<file path="src/rtl/hack_alu_pipe.sv">
// Two-stage pipelined Hack ALU with valid/ready on both sides.
// Stage 1 registers the zero/negate-preconditioned operands; stage 2 registers the result and flags.
module hack_alu_pipe #(
  parameter int unsigned WIDTH = 16,
  parameter int unsigned CNT_W = 32
) (
  input  logic             clk,
  input  logic             rst,
  input  logic             in_valid,
  output logic             in_ready,
  input  logic [WIDTH-1:0] x,
  input  logic [WIDTH-1:0] y,
  input  logic             zx,
  input  logic             nx,
  input  logic             zy,
  input  logic             ny,
  input  logic             f,
  input  logic             no,
  output logic             out_valid,
  input  logic             out_ready,
  output logic [WIDTH-1:0] out,
  output logic             zr,
  output logic             ng,
  output logic             cy,
  output logic             ov,
  output logic [CNT_W-1:0] op_count
);

  logic             s1_valid_q;
  logic [WIDTH-1:0] s1_x_q, s1_y_q;
  logic             s1_f_q, s1_no_q;

  logic             s2_valid_q;
  logic [WIDTH-1:0] out_q;
  logic             zr_q, ng_q, cy_q, ov_q;
  logic [CNT_W-1:0] count_q;

  logic             s1_adv, s2_adv;
  logic [WIDTH-1:0] x_z, x_n, y_z, y_n;
  logic [WIDTH:0]   sum_ext;
  logic [WIDTH-1:0] r, res;
  logic             cy_d, ov_d;

  // Ready depends only on out_ready and internal valids, never on in_valid.
  assign s2_adv   = !s2_valid_q || out_ready;
  assign s1_adv   = !s1_valid_q || s2_adv;
  assign in_ready = s1_adv;

  always_comb begin
    x_z     = zx ? '0 : x;
    x_n     = nx ? ~x_z : x_z;
    y_z     = zy ? '0 : y;
    y_n     = ny ? ~y_z : y_z;
    sum_ext = {1'b0, s1_x_q} + {1'b0, s1_y_q};
    r       = s1_f_q ? sum_ext[WIDTH-1:0] : (s1_x_q & s1_y_q);
    res     = s1_no_q ? ~r : r;
    // Flags describe the adder itself, so they are taken before the final negation.
    cy_d    = s1_f_q & sum_ext[WIDTH];
    ov_d    = s1_f_q & (s1_x_q[WIDTH-1] == s1_y_q[WIDTH-1])
                     & (sum_ext[WIDTH-1] != s1_x_q[WIDTH-1]);
  end

  always_ff @(posedge clk) begin
    if (in_valid && s1_adv) begin
      s1_x_q  <= x_n;
      s1_y_q  <= y_n;
      s1_f_q  <= f;
      s1_no_q <= no;
    end
  end

  always_ff @(posedge clk) begin
    if (rst) begin
      s1_valid_q <= 1'b0;
      s2_valid_q <= 1'b0;
      out_q      <= '0;
      zr_q       <= 1'b0;
      ng_q       <= 1'b0;
      cy_q       <= 1'b0;
      ov_q       <= 1'b0;
      count_q    <= '0;
    end else begin
      if (s1_adv) begin
        s1_valid_q <= in_valid;
      end
      if (s2_adv) begin
        s2_valid_q <= s1_valid_q;
        if (s1_valid_q) begin
          out_q <= res;
          zr_q  <= (res == '0);
          ng_q  <= res[WIDTH-1];
          cy_q  <= cy_d;
          ov_q  <= ov_d;
        end
      end
      if (s2_valid_q && out_ready) begin
        count_q <= count_q + CNT_W'(1);
      end
    end
  end

  assign out_valid = s2_valid_q;
  assign out       = out_q;
  assign zr        = zr_q;
  assign ng        = ng_q;
  assign cy        = cy_q;
  assign ov        = ov_q;
  assign op_count  = count_q;

endmodule
</file>
<file path="config.mk">
export PLATFORM = sky130hd
export DESIGN_NAME = hack_alu_pipe
export DESIGN_NICKNAME = d
export VERILOG_FILES = /design/src/rtl/hack_alu_pipe.sv
export SDC_FILE = /design/constraint.sdc
export NUM_CORES = 1
export LEC_CHECK = 0
export CAP_MARGIN = 20
export CORE_MARGIN = 3
export CORE_UTILIZATION = 63
export DETAILED_ROUTE_END_ITERATION = 16
export DONT_BUFFER_PORTS = 1
export GPL_TIMING_DRIVEN = 0
export PLACE_DENSITY = 0.79
export REMOVE_ABC_BUFFERS = 1
export SYNTH_ARGS = -nofsm -noshare
export SYNTH_HDL_FRONTEND = slang
export SYNTH_SLANG_ARGS = --single-unit
</file>
<file path="constraint.sdc">
create_clock -name clk -period 3.5 [get_ports clk]
set_input_delay 0.525 -clock clk [delete_from_list [all_inputs] [get_ports clk]]
set_output_delay 0.525 -clock clk [all_outputs]
set_load 0.01 [all_outputs]
</file>
==> key figures, run 1 <==
STA
  – Skew final: 0.0174 ns
  – Final critical-path share of the clock period: 0.917
  – Max Fclk: 0.312 GHz
  – Worst slew pin tran: 0.864 ns
  – Slew Limit Fails: 0
  – Headroom to the max-slew limit: 0.423
  – Fin. Hold Viols: 0
  – Fin crit period: 3.21 ns
  – Final setup vio count: 0
  – Setup WS post-layout: 0.291 ns
  – RSZ-0062 raised after global routing: no
  – Setup TNS: 0 ns

Synth
  – Yosys reg bits: 87
  – Most area-hungry cell type in the Yosys netlist: dfxtp_1
  – Area contributors post-synth: dfxtp_1 22%, edfxtp_1 21%, xnor2_1 10%
  – Avg Cell Area, Syn: 9.33 sq um
  – Cell count after synthesis: 521
  – FFs w/ async S/R, synth: 0
  – Most used standard cell by instance count after synthesis: xnor2_1
  – Yosys Warn Count: 0
  – EDFF count, synth: 34
  – Post-synthesis cell area: 0.00486 sq mm
  – Yosys cell types: 63
  – Commonest cells post-synth: 57 x xnor2_1, 56 x nor2_1, 53 x dfxtp_1
  – Post-synth top area share: 0.218
  – Most used DFF post-synth: dfxtp_1
  – Seq/Total Area, Yosys: 0.428

Global routing
  – GR Overflow Total: 0
  – Vias in the first global route: 3273
  – Initial antenna violation count: 0
  – First-pass GRT wire length: 15100 um
  – Pin count of the biggest net entering global routing: 55
  – Gr usage total: 0.217

Critical path
  – CP Class: reg2reg
  – RR Startpoint: s1_x_q[0]
  – Arr. time, crit path: 3.51 ns
  – Worst-path maximum fanout: 5
  – Worst r2r path cells: 10
  – R2r endpoint: zr
  – Crit. End Element: flop
  – CP Data Required Time: 3.80 ns
  – Worst setup SP type: flop
  – Flop2flop setup slack: 0.29 ns

Die
  – Full die area: 0.00881 sq mm
  – Core area: 0.00737 sq mm
  – DIE WIDTH: 93.8 um
  – Initial core utilization: 0.660
  – Io pins: 96
  – Row cnt: 31
  – Die Ht: 93.8 um

Drt
  – Post-route DRC: 0
  – WL final: 9340 um
  – DRT antenna net count: 0
  – Initial DRC count: 191
  – Vias after detailed routing: 3550
  – TritonRoute pass-1 iters: 6
  – Via density per instance: 5.78
  – WL/cell: 15.2 um

Clocking
  – CTS root buffer: clkbuf_8
  – Clk slew on worst S/H paths: 0.09 ns
  – Max clock buf depth: 2
  – Clock net sink count: 87
  – Cts repair resizes: 0
  – H-tree Lvls: 3
  – CTS Hold Bufs: 0
  – Skew-Pair Late Insertion Delay: 0.36 ns
  – CTS Buf Count: 9
  – Post-CTS Setup Bufs: 0
  – CTS tree: built

Final layout
  – Post-Layout Cell Count: 614
  – Antenna diodes: 0
  – Area Growth Syn to Fin: 5.07%
  – FILL cells: 583
  – Nets: 570
  – Share of post-route cells with drive strength above 1: 0.0524

Place
  – Gpl congestion: 0.885
  – Placed Cells: 598
  – Port Buf Inserts: 0
  – Detail Placement HPWL: 7030 um
  – Pre-CTS WS: 0.332 ns

Worst hold path
  – Hold crit path type: in2reg
  – Hold Path Stages: 1
  – Hold Startpoint: rst
  – Hold Path Sink: op_count[31]

Flow run
  – MaxCap Viol Count: 0

Pwr
  – Leakage: 0.00181 uW
  – Power per cell area: 442 mW/mm^2
  – Worst ir drop on vdd: 0.000236 V

Outcome
  – Outcome: finished, final reports clean
==> routing by layer <==
metal  vias to the layer above  share of wire  GRT usage
met5                         -              0          0
met4                         0         0.0097     0.0734
met3                         6          0.070     0.0617
met2                        99           0.48      0.340
met1                      1646           0.44      0.287
li1                       1799              -          -
==> per-stage QoR <==
step / utilization / total power, uW / instance area (sq um) / hold WS [ns]
after floorplan: - / 1530 / 4770 / 0.470
after global placement: 0.664 / 1590 / 4890 / 0.486
after detailed placement: 0.667 / 1620 / 4920 / 0.491
after CTS: 0.693 / 2270 / 5110 / 0.209
after global routing: 0.693 / 2380 / 5110 / 0.201
final: 0.693 / 2260 / 5110 / 0.231
==> registers in the layout, summed over array words and instances, names as in the netlist <==
name	flops
op_count	32
out	16
s1_x_q	16
s1_y_q	16
cy	1
out_valid	1
ov	1
s1_f_q	1
s1_no_q	1
s1_valid_q	1
zr	1
==> cells in the final DEF (no fill, tap or decap), drive strengths merged, types with 3 or more instances in the layout <==
| cell | synthesis | layout |
|---|---|---|
| a211o | 3 | 3 |
| nand4 | 8 | 8 |
| a21o | 4 | 4 |
| mux2i | 8 | 8 |
| or3 | 9 | 9 |
| nand2 | 46 | 46 |
| and2 | 3 | 3 |
| inv | 9 | 12 |
| ha | 17 | 17 |
| dfxtp | 53 | 53 |
| and4 | 4 | 4 |
| o21bai | 3 | 3 |
| a21oi | 35 | 35 |
| xor2 | 21 | 21 |
| a31oi | 3 | 3 |
| xnor2 | 57 | 57 |
| a211oi | 6 | 6 |
| nor2 | 56 | 56 |
| nor2b | 3 | 3 |
| nand3 | 20 | 20 |
| clkbuf | 17 | 10 |
| o21ai | 13 | 13 |
| edfxtp | 34 | 34 |
| nor3 | 8 | 8 |
| nand2b | 34 | 34 |
| and3 | 9 | 9 |
==> worst max path at each step <==
stage | cells past startpoint | endpoint | start
floorplan | 10 | zr | s1_x_q[0]
global placement | 10 | zr | s1_x_q[0]
detailed placement | 10 | zr | s1_x_q[0]
CTS | 10 | zr | s1_x_q[0]
global route | 10 | zr | s1_x_q[0]
finish | 10 | zr | s1_x_q[0]
==> worst max-delay path, cell delays in order, from the launching register on <==
cell and delay, ns:
edfxtp_1 0.38, ha_1 0.25, fa_1 0.44, a211oi_2 0.31, o21ai_2 0.16, a21o_1 0.23, nor3_2 0.19, a21oi_2 0.08
or4_4 0.53, a2111oi_2 0.41, a32o_1 0.16
==> report_power, final <==
group / switching [uW] / leakage, uW / internal, uW / total (uW)
Clock: 373 / 0.0000939 / 287 / 661
Sequential: 42.7 / 0.000762 / 1110 / 1150
Combinational: 240 / 0.000950 / 201 / 441
==> cell families after synthesis <==
family	Yosys count	synth area share
AOI/OAI and AO/OA	92	0.129
xor gates and xnor gates	78	0.141
adders and majority gates	18	0.0479
buffers and inverters	32	0.0263
DFF	87	0.428
muxes	8	0.0165
and+or+nand+nor	206	0.212
==> area by class of cell <==
type	instances	area (sq um)	share of cell area
multi-input cells	402	2650	0.519
flip-flops and latches	87	2080	0.408
clock buffers	10	138	0.0269
well taps	99	124	0.0243
clock inverters	6	51.3	0.0100
inverters	9	33.8	0.00661
repair buffers	1	27.5	0.00539
(Power assumes the default switching activity.)
==> run 2, diff against run 1 <==
--- a/config.mk
+++ b/config.mk
@@ -5,7 +5,7 @@
 export SDC_FILE = /design/constraint.sdc
 export NUM_CORES = 1
 export LEC_CHECK = 0
-export CAP_MARGIN = 20
+export CORE_ASPECT_RATIO = 1.5
 export CORE_MARGIN = 3
 export CORE_UTILIZATION = 63
 export DETAILED_ROUTE_END_ITERATION = 16
==> run 2 against run 1 <==
Via count increased by 0.70%. Register-to-register slack got worse by 0.04 ns. Largest power group unchanged. Clock power increased by 7.1%. Sequential power about the same. Design area decreased by 0.12%. Combinational power decreased by 2%. Hold slack got worse by 0.00093 ns. Clock skew decreased by 0.012 ns. Global-route usage decreased by 0.37 points. Non-clock buffer count decreased by 1. Flip-flop and latch count unchanged.
==> key figures, run 2 (synthesis gave the netlist of run 1 again) <==
Clocking
  – Post-CTS Setup Bufs: 0 (unchanged)
  – CTS tree: built
  – H-tree Lvls: 3 (unchanged)
  – CTS Buf Count: 9 (unchanged)
  – Max clock buf depth: 2 (unchanged)
  – CTS root buffer: clkbuf_8
  – CTS Hold Bufs: 0 (unchanged)
  – Clock net sink count: 87 (unchanged)
  – Clk slew on worst S/H paths: 0.08 ns (about the same)
  – Cts repair resizes: 0 (unchanged)
  – Skew-Pair Late Insertion Delay: 0.36 ns (about the same)

Final layout
  – Share of post-route cells with drive strength above 1: 0.0488 (-0.00360)
  – Commonest non-fill, non-tap cells in the layout: 57 x xnor2_1, 56 x nor2_1, 53 x dfxtp_1
  – Commonest non-fill, non-tap cell in the layout: xnor2_1
  – Post-Layout Cell Count: 612 (-0.33%)
  – Fin util: 0.692 (-0.000849)
  – Antenna diodes: 0 (unchanged)
  – Nets: 569 (-0.18%)
  – Area Growth Syn to Fin: 4.94%
  – Largest register FFs: 32 (unchanged)

STA
  – Headroom to the max-slew limit: 0.426 (+0.00297)
  – Max Fclk: 0.308 GHz (-1.3%)
  – Final setup vio count: 0 (unchanged)
  – Skew final: 0.00543 ns (-0.0120 ns)
  – RSZ-0062 raised after global routing: no
  – Final critical-path share of the clock period: 0.928 (+0.0116)
  – Fin. Hold Viols: 0 (unchanged)
  – Worst slew pin tran: 0.861 ns (-0.00268 ns)
  – Setup TNS: 0 ns (unchanged)
  – Fin crit period: 3.25 ns (+0.0408 ns)
  – Slew Limit Fails: 0 (unchanged)

Global routing
  – GR Overflow Total: 0 (unchanged)
  – First-pass GRT wire length: 15200 um (+0.14%)
  – Pin count of the biggest net entering global routing: 55 (unchanged)
  – Initial antenna violation count: 0 (unchanged)
  – Vias in the first global route: 3481 (+6.4%)
  – Gr usage total: 0.213 (-0.00369)

Die
  – Row cnt: 38 (+23%)
  – Initial core utilization: 0.660 (unchanged)
  – Full die area: 0.00883 sq mm (+0.24%)
  – Die Ht: 114 um (+21%)
  – DIE WIDTH: 77.7 um (-17%)
  – Core area: 0.00737 sq mm (unchanged)
  – Io pins: 96 (unchanged)

Drt
  – DRT antenna net count: 0 (unchanged)
  – WL final: 9230 um (-1.1%)
  – Via density per instance: 5.84 (+1.0%)
  – Vias after detailed routing: 3575 (+0.70%)
  – TritonRoute pass-1 iters: 4 (-2)
  – WL/cell: 15.1 um (-0.82%)
  – Post-route DRC: 0 (unchanged)
  – Initial DRC count: 132 (-31%)

Pwr
  – Leakage: 0.00181 uW (+0.13%)
  – Worst ir drop on vdd: 0.000367 V (+56%)
  – Power per cell area: 450 mW/mm^2 (+1.9%)

Critical path
  – Worst-path maximum fanout: 5 (unchanged)
  – Worst setup SP type: flop
  – Number of buffers and inverters on the critical path: 0 (unchanged)
  – CP cell instances: ha_1, fa_1, a211oi_2, o21ai_2, a31oi_1, xnor2_1, mux2i_1, or4_4, a2111oi_2, a32o_1
  – Arr. time, crit path: 3.55 ns (+0.04 ns)
  – CP delay by family, top: compound AO/OA/AOI/OAI gates
  – Crit. End Element: flop
  – CP Data Required Time: 3.80 ns (about the same)
  – Crit path from: s1_x_q[0]
  – CP Class: reg2reg
  – CP max-delay cell: or4_4
  – Max incr delay on CP: 0.53 ns (about the same)
  – RR Startpoint: s1_x_q[0]

Place
  – Detail Placement HPWL: 6980 um (-0.64%)
  – Port Buf Inserts: 0 (unchanged)
  – Gpl congestion: 0.914 (+3.3%)
  – Placed Cells: 598 (unchanged)

Flow run
  – MaxCap Viol Count: 0 (unchanged)

Worst hold path
  – Hold Startpoint: rst
  – Hold crit path type: in2reg

Outcome
  – Outcome: finished, final reports clean
[run 2: report_power, final]
part,internal (uW),switching [uW]
logic,197,236
registers,1110,41.8
clock network,376,332
[run 2: worst paths after layout]
check	to	cells past startpoint	slack, ns
worst max-delay path	zr	10	0.25
worst max register to register	zr	10	0.25
worst min-delay path	op_count[30]	1	0.23
worst min register to register	out[11]	2	0.50
[run 2: stage by stage]
step | hold slack (ns) | power, uW | instance area, sq um | setup slack [ns]
final | 0.230 | 2300 | 5100 | 0.251
after global placement | 0.487 | 1590 | 4890 | 0.352
after floorplan | 0.470 | 1530 | 4770 | 0.593
after CTS | 0.211 | 2310 | 5100 | 0.257
after global routing | 0.207 | 2410 | 5100 | 0.0900
after detailed placement | 0.495 | 1610 | 4890 | 0.270
[run 2: cell type report]
type	count	area, sq um
clock buffer	13	201
clock inverter	1	6.26
fill	578	2270
inverter	9	33.8
multi-input combinational	402	2650
sequential	87	2080
tap	100	125
[run 2: worst register-to-register path, delay by kind of cell (launching register included)]
family / cells / cell delay [ns]
AO/OA/AOI/OAI: 5 / 1.31
XOR/XNOR: 1 / 0.15
adder cells (fa/ha/maj): 2 / 0.69
flip-flops: 1 / 0.37
multiplexers: 1 / 0.15
AND/OR/NAND/NOR: 1 / 0.53
[run 2: layer usage]
| layer | up-vias | GRT usage | share of wire |
|---|---|---|---|
| li1 | 1796 | - | - |
| met1 | 1653 | 0.216 | 0.38 |
| met2 | 107 | 0.401 | 0.54 |
| met3 | 19 | 0.0529 | 0.062 |
| met4 | 0 | 0.0986 | 0.022 |
| met5 | - | 0 | 0 |
